==> config.mk <==
export PLATFORM = sky130hd
export DESIGN_NAME = proc_datapath
export DESIGN_NICKNAME = d
export VERILOG_FILES = /design/src/rtl/proc_pkg.sv /design/src/rtl/proc_regn.sv /design/src/rtl/proc_datapath.sv
export SDC_FILE = /design/constraint.sdc
export NUM_CORES = 1
export LEC_CHECK = 0
export CAP_MARGIN = 20
export CORE_ASPECT_RATIO = 0.75
export CORE_MARGIN = 4
export CORE_UTILIZATION = 40
export CTS_BUF_LIST = sky130_fd_sc_hd__clkbuf_8 sky130_fd_sc_hd__clkbuf_16
export DETAILED_ROUTE_END_ITERATION = 16
export PLACE_DENSITY = 0.69
export SLEW_MARGIN = 20
export SYNTH_ARGS = -nofsm -noshare
export SYNTH_HDL_FRONTEND = slang
export SYNTH_HIERARCHICAL = 1
export SYNTH_SLANG_ARGS = --single-unit
==> constraint.sdc <==
create_clock -name clock -period 6.2 [get_ports clock]
set_clock_uncertainty 0.05 [all_clocks]
set_input_delay 1.86 -clock clock [delete_from_list [all_inputs] [get_ports clock]]
set_output_delay 1.86 -clock clock [all_outputs]
set_load 0.005 [all_outputs]
==> src/rtl/proc_pkg.sv <==
// Shared constants for the simple processor: opcodes, IR field layout, GPR count.
// Imported by the datapath and by control_unit.
package proc_pkg;

    localparam int unsigned DEFAULT_WIDTH = 16;
    localparam int unsigned NUM_GPRS      = 8;
    localparam int unsigned IR_WIDTH      = 9;

    // IR layout: III (opcode) = [8:6], XXX = [5:3], YYY = [2:0]
    localparam int unsigned III_LSB = 6;
    localparam int unsigned XXX_LSB = 3;
    localparam int unsigned YYY_LSB = 0;
    localparam int unsigned FIELD_W = 3;

    typedef enum logic [2:0] {
        OP_MV  = 3'd0,
        OP_MVI = 3'd1,
        OP_ADD = 3'd2,
        OP_SUB = 3'd3
    } opcode_e;

    typedef enum logic {
        ALU_ADD = 1'b0,
        ALU_SUB = 1'b1
    } alu_op_e;

    function automatic logic [FIELD_W-1:0] ir_iii(input logic [IR_WIDTH-1:0] ir);
        return ir[III_LSB +: FIELD_W];
    endfunction

    function automatic logic [FIELD_W-1:0] ir_xxx(input logic [IR_WIDTH-1:0] ir);
        return ir[XXX_LSB +: FIELD_W];
    endfunction

    function automatic logic [FIELD_W-1:0] ir_yyy(input logic [IR_WIDTH-1:0] ir);
        return ir[YYY_LSB +: FIELD_W];
    endfunction

endpackage

==> src/rtl/proc_regn.sv <==
// Generic W-bit storage register with asynchronous active-low clear and load enable.
module proc_regn #(
    parameter int unsigned W = 16
) (
    input  logic         clock,
    input  logic         resetn,
    input  logic         load,
    input  logic [W-1:0] d,
    output logic [W-1:0] q
);

    always_ff @(posedge clock or negedge resetn) begin
        if (!resetn) begin
            q <= '0;
        end else if (load) begin
            q <= d;
        end
    end

endmodule

==> src/rtl/proc_datapath.sv <==
// Register-transfer datapath: R0..R7, A, G, IR, priority bus mux and add/sub unit.
// All sequencing comes from control_unit through the one-hot bus selects and load strobes.
module proc_datapath
    import proc_pkg::*;
#(
    parameter int unsigned WIDTH    = DEFAULT_WIDTH,
    parameter int unsigned NUM_REGS = NUM_GPRS
) (
    input  logic                      clock,
    input  logic                      resetn,
    input  logic [WIDTH-1:0]          din,
    input  logic                      ir_in,
    input  logic                      din_out,
    input  logic                      g_out,
    input  logic [NUM_REGS-1:0]       r_out,
    input  logic [NUM_REGS-1:0]       r_in,
    input  logic                      a_in,
    input  logic                      g_in,
    input  logic                      addsub,
    output logic [IR_WIDTH-1:0]       ir,
    output logic [WIDTH-1:0]          bus,
    output logic                      g_carry,
    output logic                      g_zero,
    output logic                      bus_conflict,
    output logic [NUM_REGS*WIDTH-1:0] regs_flat
);

    logic [WIDTH-1:0] r_q [NUM_REGS];
    logic [WIDTH-1:0] a_q;
    logic [WIDTH-1:0] g_q;
    logic [WIDTH:0]   sum;

    // General-purpose registers, each loading straight from the bus.
    for (genvar k = 0; k < NUM_REGS; k++) begin : g_gpr
        proc_regn #(
            .W (WIDTH)
        ) u_r (
            .clock  (clock),
            .resetn (resetn),
            .load   (r_in[k]),
            .d      (bus),
            .q      (r_q[k])
        );

        assign regs_flat[k*WIDTH +: WIDTH] = r_q[k];
    end

    proc_regn #(
        .W (WIDTH)
    ) u_a (
        .clock  (clock),
        .resetn (resetn),
        .load   (a_in),
        .d      (bus),
        .q      (a_q)
    );

    proc_regn #(
        .W (WIDTH)
    ) u_g (
        .clock  (clock),
        .resetn (resetn),
        .load   (g_in),
        .d      (sum[WIDTH-1:0]),
        .q      (g_q)
    );

    // IR is fed from din directly, never from the bus.
    proc_regn #(
        .W (IR_WIDTH)
    ) u_ir (
        .clock  (clock),
        .resetn (resetn),
        .load   (ir_in),
        .d      (din[IR_WIDTH-1:0]),
        .q      (ir)
    );

    // Lowest priority is assigned first so higher-priority drivers overwrite it.
    always_comb begin
        bus = '0;
        for (int k = int'(NUM_REGS) - 1; k >= 0; k--) begin
            if (r_out[k]) begin
                bus = r_q[k];
            end
        end
        if (g_out) begin
            bus = g_q;
        end
        if (din_out) begin
            bus = din;
        end
    end

    // A conflict is any driver seen after another driver is already active.
    always_comb begin
        logic seen;
        seen         = din_out;
        bus_conflict = seen & g_out;
        seen         = seen | g_out;
        for (int k = 0; k < int'(NUM_REGS); k++) begin
            bus_conflict = bus_conflict | (seen & r_out[k]);
            seen         = seen | r_out[k];
        end
    end

    always_comb begin
        if (addsub == ALU_SUB) begin
            sum = {1'b0, a_q} - {1'b0, bus};
        end else begin
            sum = {1'b0, a_q} + {1'b0, bus};
        end
    end

    always_ff @(posedge clock or negedge resetn) begin
        if (!resetn) begin
            g_carry <= 1'b0;
            g_zero  <= 1'b1;
        end else if (g_in) begin
            g_carry <= sum[WIDTH];
            g_zero  <= (sum[WIDTH-1:0] == '0);
        end
    end

endmodule

Yosys cells after proc, flatten, opt, wreduce, memory -nomap -nowiden:

Cells that the tools add are included.

* shift operators: 0
* reductions and logical operators: 1
* bitwise logic cells: 25
* eq/ne operators: 0
* magnitude comparators: 0
* divide/modulo/power cells: 0
* $add $sub $neg: 2
* multiplexer cells: 11
* $mul: 0

Operators with widths (number)
* $mux 16: 10
* $add 16x16->17: 1
* $mux 17: 1
* $sub 16x16->17: 1
* $logic_not 16->1: 1
* $or 1x1->1: 16
* $and 1x1->1: 9

* RAM bits: 0
* latch bits: 0
* bits in registers: 171
* bits in read-only memories: 0
* bits of input ports: 40
* output and inout port bits: 156
* memories: 0
* word-level logic and storage cells: 52

Longest topological paths before layout:

* word-level depth: 13
* gate-level depth with buffers: 21
* gate-level depth less buffers: 18

By module:

The synthesis kept the hierarchy.

By module, submodules not included
* proc_regn (g_gpr[0].u_r ...): times used 10, sequential area each 400.4 um^2, cells each 34, area an instance 649.4 um^2
* proc_datapath: times used 1, sequential area each 51.3 um^2, cells each 388, area an instance 2712.6 um^2
* proc_regn (u_ir): times used 1, sequential area each 225.2 um^2, cells each 19, area an instance 371.6 um^2

Worst setup path before layout:

Ideal clock, no wire load.

* kind: in2reg
* start: in r_out[5]
* end: reg g_zero
* stages on the path: 18
* path buffers: 3
* library setup time: 96 ps
* slack: 170 ps
* arrival time: 5884 ps
* data required time: 6054 ps
* cells stage by stage: buf_6 or2_1 buf_6 a211oi_1 o21ai_1 a221oi_1 o21ai_1 o41ai_4 nand2_1 xnor2_1 ha_1 or3_1 buf_1 o31a_1 or3_1 a221oi_1 nand4b_1 o32ai_1

* cells in the longest elaborated chain, start to end: 11
* elaborated cells between the ends (all ways): 12
* classes of those cells: 2 x add/sub; 9 x mux; 1 x reduce/logical

Ends and longest elaborated chain
* start, declared: RTL line proc_datapath.sv:15 `input logic [NUM_REGS-1:0] r_out,`
* $mux 16 * (6 in series): RTL line proc_datapath.sv:83 `if (r_out[k]) begin`
* $mux 16 *: RTL line proc_datapath.sv:87 `if (g_out) begin`
* $mux 16 *: RTL line proc_datapath.sv:90 `if (din_out) begin`
* named net bus[7]: RTL line proc_datapath.sv:21 `output logic [WIDTH-1:0] bus,`
* $add 16x16->17 or $sub 16x16->17 (tied branches): RTL line proc_datapath.sv:111, proc_datapath.sv:109
* $mux 17 *: RTL line proc_datapath.sv:108 `if (addsub == ALU_SUB) begin`
* $logic_not 16->1 *: RTL line proc_datapath.sv:121 `g_zero <= (sum[WIDTH-1:0] == '0);`
* end signal, assigned: RTL line proc_datapath.sv:121
* end, declared: RTL line proc_datapath.sv:23 `output logic g_zero,`

The timed path passes the listed nets; every way through them passes the cells marked *.
A chain may end at the register's enable or synchronous reset.

Worst setup path in the final report:

* start: in r_out[7]
* end: reg g_gpr[6].u_r.q[8]

* cells in the longest elaborated chain, start to end: 10

Ends and longest elaborated chain
* $mux 16 (8 in series): RTL line proc_datapath.sv:83
* $mux 16: RTL line proc_datapath.sv:87
* $mux 16: RTL line proc_datapath.sv:90
* end signal, assigned: RTL line proc_regn.sv:14 `q <= '0;`
* end signal, assigned: RTL line proc_regn.sv:16 `q <= d;`
* end, declared: RTL line proc_regn.sv:9 `output logic [W-1:0] q`

No other way between the ends.

==> results.txt <==
- Detail-routed via count per cell: between 5 and 6
* Final GP Congestion: 0.958
- Fraction of post-synthesis cell area in the top cell type by area: 44.4%
* Count of warnings emitted by yosys: 6
* Count of final max-slew check failures: 0
- Commonest register cell after synthesis: sky130_fd_sc_hd__dfrtp_1
* Core Region: 0.0233 mm²
* Final period utilization: 99.3%
- In this run the power density over the cells is 366 mW/mm².
* Synth area leaders: sky130_fd_sc_hd__dfrtp_1 44%, sky130_fd_sc_hd__mux2_4 17%, sky130_fd_sc_hd__mux2_2 7.1%, sky130_fd_sc_hd__ha_1 2.2%, sky130_fd_sc_hd__buf_12 2.1%
- Avg Inst Size Synth: 12.8 µm²
- The worst setup path is launched from an input port.
- The detailed router finished its first iteration with 872 violations.
- The path with the worst hold slack has its endpoint at u_g/q[3].
* Clock latency at the later pin of the worst-skew pair: approximately 440 ps
* Total Negative Setup Slacks: 0 ps
- Ranked by instance count, the synthesized netlist is headed by 170 x sky130_fd_sc_hd__dfrtp_1, 109 x sky130_fd_sc_hd__mux2_4, 60 x sky130_fd_sc_hd__mux2_2.
* Count of nets left with antenna violations after detail routing: 0
- Along the worst path, the maximum fanout reaches 6.
* Total area of multi-input combinational cells: approximately 0.0049 mm²
- Buffers added on ports: 195
- P_leak: 6.09 nW
- The endpoint identified for the worst register-to-register timing path is g_gpr[6].u_r/q[8].
* Cell area after synthesis: about 0.0096 mm²
- Entering global routing, the biggest net connects 92 pins.
- Drt wl/cell: 23.3 µm
- Maximum frequency from static timing analysis: 0.162 GHz
* Number of rows in the core area: 48
* Status: completed
* Library cell occupying the most area in the post-synthesis netlist: sky130_fd_sc_hd__dfrtp_1
- Transition time of the tightest slew-check pin: between 1000 and 1500 ps
- Overall power consumption after layout is estimated at 4.98 mW.
* Reported max-cap violation count: 0
* Met2 track demand over resource in global routing: 36.4%
* Post-synthesis sequential area ratio: 44.7%
* Detailed Place HPWL: between 20 and 25 mm
- First-pass GRT wire length: 49.3 mm
- For this run, the slowest stage of the critical path takes 300 ps.
* Die outline height: between 100 and 150 µm
- Total grt overflow: 0
- In the global route stage, overall resource usage came out at a little under a quarter.
* Busiest layer in global routing: met2
- Total number of vias: 7951
- Counting cells, the worst reg-to-reg path comes to 27.
- Setup violations remaining at the end of the flow were counted as 0.
* Area of placed instances: 0.0127 mm²
- Final worst path period need: 6160 ps
- Post-Syn Nets: ~810
* Buffer cell driving the clock tree root: sky130_fd_sc_hd__clkbuf_16
- The H-tree was split into 4 levels.
- Clock-pin slew reported for the worst setup and hold paths after clock tree synthesis: 70 ps
- Post-route cell area: 0.0136 mm²
- Number of cells on the worst hold path: 1
- The number of antenna diodes in the final layout is 0.
- The worst register-to-register path begins at g_gpr[6].u_r/q[8].
- Worst path most repeated cell: sky130_fd_sc_hd__buf_4
- Final Hold Vio Count: 0
* Fraction of registers with async set/reset: 100%
* Overall die area: 0.0265 mm²
* Worst hold slack: ~460 ps
- Count of flip-flops with a built-in enable after synthesis: 0
- Final-stage net count: 1147
- After technology mapping, the gate count stands at 747.
* Met3 track demand over resource: 5.37%
- Across the VDD grid, the largest voltage drop is 283 µV.
- Horizontal die dimension: ~190 µm
* Worst-case register-to-register setup slack: 1610 ps
- RSZ-0062 raised after global routing: true
* Count of cell types in the netlist: 73
- Registers take 0.00428 mm².
- The number of antenna violations at the first check in global routing came to 0.
* Clock Sink Count: 171
- In this run, post-CTS hold repair placed 0 buffers.
* First-pass iteration count of the detailed router: 5
- The worst setup path is captured at a flip-flop.
- Vias in the first global route: 7777
- Clock tree synthesis inserted a total of 17 buffers.
- Core Util, Final: around three fifths
- FILL cells: 1940
* Headroom to the max-slew limit: a little over a fifth
- The setup path with the least slack is of type in -> reg.
- Area overhead of the layout relative to synthesis: 42.0%
- Wires add up to 32.6 mm.
- Most used standard cell by instance count after synthesis: sky130_fd_sc_hd__dfrtp_1
* Critical-path top delay cell: sky130_fd_sc_hd__a221o_1
- At the worst endpoint, the required time is about 6500 ps.
- After detailed routing, the number of remaining DRC violations is 0.
- TritonCTS built the clock tree.
- Number of flip-flops and latches in the synthesized netlist: 171
* Arrival time of the worst setup path: between 6000 and 7000 ps
* Number of I/O pins: 196
- Initial standard-cell utilization of the core: 41.1%
- Proportion of layout cells with a drive suffix above 1: 38.6%
* Longest Clk Path Bufs: 2
* Type of the tightest min-delay check: reg -> reg
- Min-Delay Startpoint: u_g/q[3]
* Fraction of met1 tracks used by global routing: 35.2%
-- timing repair --
item | in CTS | in global routing
resized for setup | 22 | 27
pin swaps | 6 | 6
setup endpoints to repair | 14 | 20
setup buffers | 23 | 1
-- worst max-delay path: cells and delay by family --
| family | cells | cell delay, ps |
|---|---|---|
| AND/OR/NAND/NOR | 1 | 170 |
| buffers and inverters | 26 | 3370 |
| AO/OA/AOI/OAI | 3 | 770 |
| multiplexers | 1 | 250 |
-- metal layers --
metal  routed length [µm]  vias up
met5                    0        -
met4                  504        0
met3                 2770       46
met2                14400      393
met1                14900     4003
li1                     -     3509
-- worst max-delay path by stage --
stage / slack [ps] / from / to / depth (start not counted)
global route: -9 / r_out[4] / bus[15] / 10
global placement: -470 / r_out[6] / g_zero / 18
floorplan: 170 / r_out[5] / g_zero / 18
CTS: -0.7 / r_out[7] / g_gpr[6].u_r/q[8] / 31
finish: 40 / r_out[7] / g_gpr[6].u_r/q[8] / 31
detailed placement: -570 / r_out[6] / g_zero / 18
-- stage by stage --
stage | setup slack [ps] | cells
final | 42.2 | 1402
after global routing | -8.63 | 1402
after CTS | -0.673 | 1401
after detailed placement | -572 | 1346
after global placement | -471 | 1346
after floorplan | 170 | 747
-- area by class of cell --
type                       instances  share of cell area, %
clock inverter                    14                   1.32
timing repair buffer             370                   24.4
tap                              300                   2.76
inverter                          30                  0.828
multi-input combinational        499                   35.9
sequential                       171                   31.5
clock buffer                      18                   3.23
-- cell usage in the layout (no fill, tap or decap), types with 6 or more instances in the layout --
| master | count |
|---|---|
| sky130_fd_sc_hd__nor2b_1 | 10 |
| sky130_fd_sc_hd__nor2_1 | 21 |
| sky130_fd_sc_hd__inv_1 | 28 |
| sky130_fd_sc_hd__buf_4 | 170 |
| sky130_fd_sc_hd__o221ai_1 | 8 |
| sky130_fd_sc_hd__nor3_1 | 7 |
| sky130_fd_sc_hd__dfrtp_1 | 170 |
| sky130_fd_sc_hd__or3_1 | 6 |
| sky130_fd_sc_hd__clkdlybuf4s50_1 | 183 |
| sky130_fd_sc_hd__ha_1 | 17 |
| sky130_fd_sc_hd__mux2_4 | 109 |
| sky130_fd_sc_hd__a22oi_1 | 6 |
| sky130_fd_sc_hd__o22ai_1 | 15 |
| sky130_fd_sc_hd__a221oi_1 | 14 |
| sky130_fd_sc_hd__dlygate4sd2_1 | 7 |
| sky130_fd_sc_hd__nand2b_1 | 9 |
| sky130_fd_sc_hd__a21oi_1 | 17 |
| sky130_fd_sc_hd__mux2_2 | 60 |
| sky130_fd_sc_hd__o21a_1 | 9 |
| sky130_fd_sc_hd__clkbuf_16 | 17 |
| sky130_fd_sc_hd__o21ai_0 | 17 |
| sky130_fd_sc_hd__nand2_1 | 14 |
| sky130_fd_sc_hd__xnor2_1 | 20 |
| sky130_fd_sc_hd__a31oi_1 | 6 |
| sky130_fd_sc_hd__a221o_1 | 15 |
-- power breakdown --
group	internal (mW)	switching (mW)
clock network	0.591	0.530
logic	1.32	0.846
registers	1.40	0.293
total	3.31	1.67
-- logic make-up after synthesis --
kind of cell    Yosys count  share of synthesized area [%]
compound gates          179                           14.3
simple gates            107                           6.32
flops                   171                           44.7
buf+inv                  77                           5.75
mux                     169                           24.1
fa+ha+maj                19                           2.53
xor+xnor                 25                           2.29
-- flip-flops by register name (all words and copies together) (netlist names) --
name / count
u_a/q: 16
g_carry: 1
u_ir/q: 9
g_zero: 1
g_gpr.u_r/q: 128
u_g/q: 16
No activity file was read; power rests on OpenSTA's default activity.
==> RTL edit 1: new RTL, same flow settings <==
Make the reset (`resetn`) synchronous in 2 clocked blocks. Comments in the files are not updated.
--- a/src/rtl/proc_regn.sv
+++ b/src/rtl/proc_regn.sv
@@ -9,7 +9,7 @@
     output logic [W-1:0] q
 );
 
-    always_ff @(posedge clock or negedge resetn) begin
+    always_ff @(posedge clock) begin
         if (!resetn) begin
             q <= '0;
         end else if (load) begin
--- a/src/rtl/proc_datapath.sv
+++ b/src/rtl/proc_datapath.sv
@@ -112,7 +112,7 @@
         end
     end
 
-    always_ff @(posedge clock or negedge resetn) begin
+    always_ff @(posedge clock) begin
         if (!resetn) begin
             g_carry <= 1'b0;
             g_zero  <= 1'b1;
Function: differs if resetn is asserted again (counterexample within 4 cycles, from zero or initial values and one cycle with resetn low); with resetn held inactive, the same outputs for 4 cycles.
==> RTL edit 1 against the unedited design <==
Area after synthesis down 3.3%. Via count up 8.1%. Critical endpoint is now bus[9]. Sequential cell count unchanged. Worst setup slack better by 35 ps. Cell area down 3.3%. Wire length up 1.1%. Die area down 3.1%.
Power is not compared: it rests on default switching activity, and its combinational part moved more than twofold at a synthesized area within 25%.
==> RTL edit 1: results <==
[yosys]
synth_xor_area_frac = 0.0246
synth_mux_area_frac = 0.183
ys_async_sr_fraction = 0
yosys-top-cells-area = dfxtp_1 (37%), mux2i_1 (18%), nor2b_1 (12%), ha_1 (2.3%), buf_12 (2.2%)
synth.lib_cells_used.distinct = 71
dominantRegCellSynth = dfxtp_1
mappedNetlistArea_sq_um = 9260
synth.net_count = 1012
yosysSeqAreaShare = 0.370
netlist_top_cells_count = nor2b_1 (182), dfxtp_1 (171), mux2i_1 (169)
yosys.area_share.adder = 0.0262
post_synth_inst_count = 954
synth_most_common_cell = nor2b_1

[critical_path]
worst_setup_path_startpoint = r_out[4]
reg2reg_slack_ps = 1710
reg_to_reg_start = g_gpr[2].u_r/q[0]$_SDFFE_PN0P_
critPathMaxStageDelay_ps = 460
timing_worst_setup_path_type = in -> out
crit_path_max_fanout = 11
ff2ff_path_depth = 16
r2r_end = g_zero$_SDFFE_PN1P_

[timing]
final.hold.worst_slack_ps = 470
period_share = 0.988
timing.max_slew.rel_slack = 0.246

[placed_design]
routabilityCongestion = 0.903
place_hpwl_um = 24900
pre_cts_slack_ps = -585
detailed_place.area_sq_um = 12300

[grt]
grt_pass1_wl_um = 49700
pin_count_of_the_biggest_net_entering_global_routing = 99
grt_pass1_vias = 8225

[routing]
drt_first_pass_iters = 7
avgRoutedWirePerCell_um = 21.0
detail_route.vias_per_cell = 5.47
total_wire_length_um = 33000

[clock_tree]
post-cts-setup-buffer-count = 1
cts_resized = 17
clock_root_buffer = clkbuf_16

[status]
status = complete, no violations

[min_path]
holdPathEnd = g_carry$_SDFFE_PN0P_
worstHoldStart = g_carry$_SDFFE_PN0P_
min_delay_path_depth = 2

[layout]
drive_above_1_share = 0.198
RTL edit 1: cell types whose count changed in the layout (fill, tap and decap cells not counted), moves of 60 or more:
cell | before | now
mux2_2 | 60 | 0
nor2b_1 | 10 | 181
mux2i_1 | 0 | 169
dfxtp_1 | 0 | 171
mux2_4 | 109 | 0
dfrtp_1 | 170 | 0
RTL edit 1: cell type report:
type / count / area, sq um
multi-input cells: 693 / 5470
well taps: 294 / 368
clock buffers: 17 / 425
fillers: 1903 / 9250
clock inverters: 15 / 135
inverters: 31 / 116
flip-flops and latches: 171 / 3420
repair buffers: 351 / 3210
RTL edit 1: layer usage:
metal	vias up	share of wire	routed length, um	global-route usage
li1	4027	-	-	-
met1	4158	0.50	16500	0.392
met2	376	0.40	13200	0.345
met3	31	0.086	2840	0.0519
met4	0	0.013	437	0.0529
met5	-	0	0	0
RTL edit 1: tightest hold or removal path, cell delays in order, from the launching register on:
cell and delay (ps):
dfxtp_1 330, a31oi_1 80, o311ai_1 70
==> RTL edit 2: new RTL, config.mk and constraints unchanged <==
Made on the original files. Change the package constant `NUM_GPRS` from 8 to 16.
--- a/src/rtl/proc_pkg.sv
+++ b/src/rtl/proc_pkg.sv
@@ -3,7 +3,7 @@
 package proc_pkg;
 
     localparam int unsigned DEFAULT_WIDTH = 16;
-    localparam int unsigned NUM_GPRS      = 8;
+    localparam int unsigned NUM_GPRS      = 16;
     localparam int unsigned IR_WIDTH      = 9;
 
     // IR layout: III (opcode) = [8:6], XXX = [5:3], YYY = [2:0]
Ports: changed (resized r_in, r_out and regs_flat); port bits go from 196 to 340. No check against the original RTL was run, so the function may have changed too.
==> RTL edit 2 against the unedited design <==
Sequential cell count grew 128. Area after synthesis grew 70%. Register-to-register slack lost 70 ps. Total power grew 64%. Wire length grew 97%. Highest routed layer unchanged. Largest cell class unchanged. Die area grew 66%. Cell area grew 69%. Critical path type is now in -> out. Worst setup slack lost 5.6 ps.
==> RTL edit 2: results <==
[grt]
groute.layer.met2.usage = 0.419
groute.usage.overall = 0.278
antenna_violations_before_repair = 1
grt_pass1_wl_um = 91900
met1_usage = 0.420
grt_pass1_vias = 13500
gr-usage-met3 = 0.0507

[placed_design]
place_hpwl_um = 49000
pre_cts_slack_ps = -961
io_buffers = 339
detailed_place.area_sq_um = 21400
place.detailed.instances = 2292
routabilityCongestion = 0.972

[yosys]
largest_family_of_logic_cells_by_synthesized_area = multiplexers
yosysSeqAreaShare = 0.458
yosys-top-cells-area = dfrtp_1 (46%), mux2_4 (17%), mux2_2 (7.5%), buf_12 (2.2%), a21oi_1 (1.5%)
synth.net_count = 1365
synth_xor_area_frac = 0.0145
synth-compound-area-share = 0.120
ys.warnings.count = 6
synth_mux_area_frac = 0.249
netlist_top_cells_count = dfrtp_1 (298), mux2_4 (189), mux2_2 (108)
synth.lib_cells_used.distinct = 88
post_synth_inst_count = 1291

[clock_tree]
cts_resized = 97
clk-insertion-delay-late_ps = 590
post-cts-setup-buffer-count = 11
cts-buffers-inserted = 31
clock_tree.htree_level_count = 1

[power]
p_per_area_nw_per_um2 = 356
vdd.ir_drop.worst_mv = 0.241
p_leak_nw = 10.3
seqPwrFrac = 0.364
power_frac_clock = 0.233
net_switching_power_of_the_design_w = 0.00271

[critical_path]
cp_slowest_cell = clkdlybuf4s50_1
reg_to_reg_start = g_gpr[7].u_r/q[0]$_DFFE_PN0P_
reg2reg_slack_ps = 1540
r2r_end = g_zero$_DFFE_PN1P_
crit_path_max_fanout = 7
ff2ff_path_depth = 18
cp.arrival_ps = 4250
critPathMaxStageDelay_ps = 500

[layout]
largest_registers = g_gpr.u_r/q x256, u_a/q x16, u_g/q x16
drive_above_1_share = 0.382
final_net_count = 1901

[min_path]
holdPathEnd = u_g/q[0]$_DFFE_PN0P_
worstHoldStart = u_g/q[0]$_DFFE_PN0P_

[routing]
detail_route.vias_per_cell = 5.78
drt_first_pass_iters = 5
detail_route.wirelength.met1_um = 28400
total_wire_length_um = 64200
avgRoutedWirePerCell_um = 27.1
met2_wirelength_um = 28300
detail_route.iter0.violations = 1188

[status]
status = complete, no violations

[timing]
final.hold.worst_slack_ps = 463
timing.max_slew.rel_slack = 0.492
report.final.slew_viol_count = 0
## RTL edit 2: cell types whose count changed in the layout (fill, tap and decap cells not counted), moves of 46 or more
cell,unedited run,this run
mux2_4,109,189
nand2_1,14,60
clkdlybuf4s50_1,183,301
dfrtp_1,170,298
buf_4,170,224
mux2_2,60,108
## RTL edit 2: worst max path at each step
stage,from,to,slack (ps),depth (start not counted)
global route,r_out[11],g_zero$_DFFE_PN1P_,-70,23
finish,r_out[11],bus[7],40,12
detailed placement,r_out[2],g_zero$_DFFE_PN1P_,-960,18
CTS,g_out,bus[13],0.07,11
global placement,r_out[2],g_zero$_DFFE_PN1P_,-850,18
floorplan,r_out[8],g_zero$_DFFE_PN1P_,2,20
## RTL edit 2: cell type report
type | count | area [sq um]
antenna | 1 | 2.50
tap | 520 | 651
clock buffer | 34 | 817
fill | 3276 | 16900
inverter | 40 | 151
timing repair buffer | 586 | 5370
multi-input combinational | 869 | 8280
clock inverter | 22 | 203
sequential | 299 | 7480
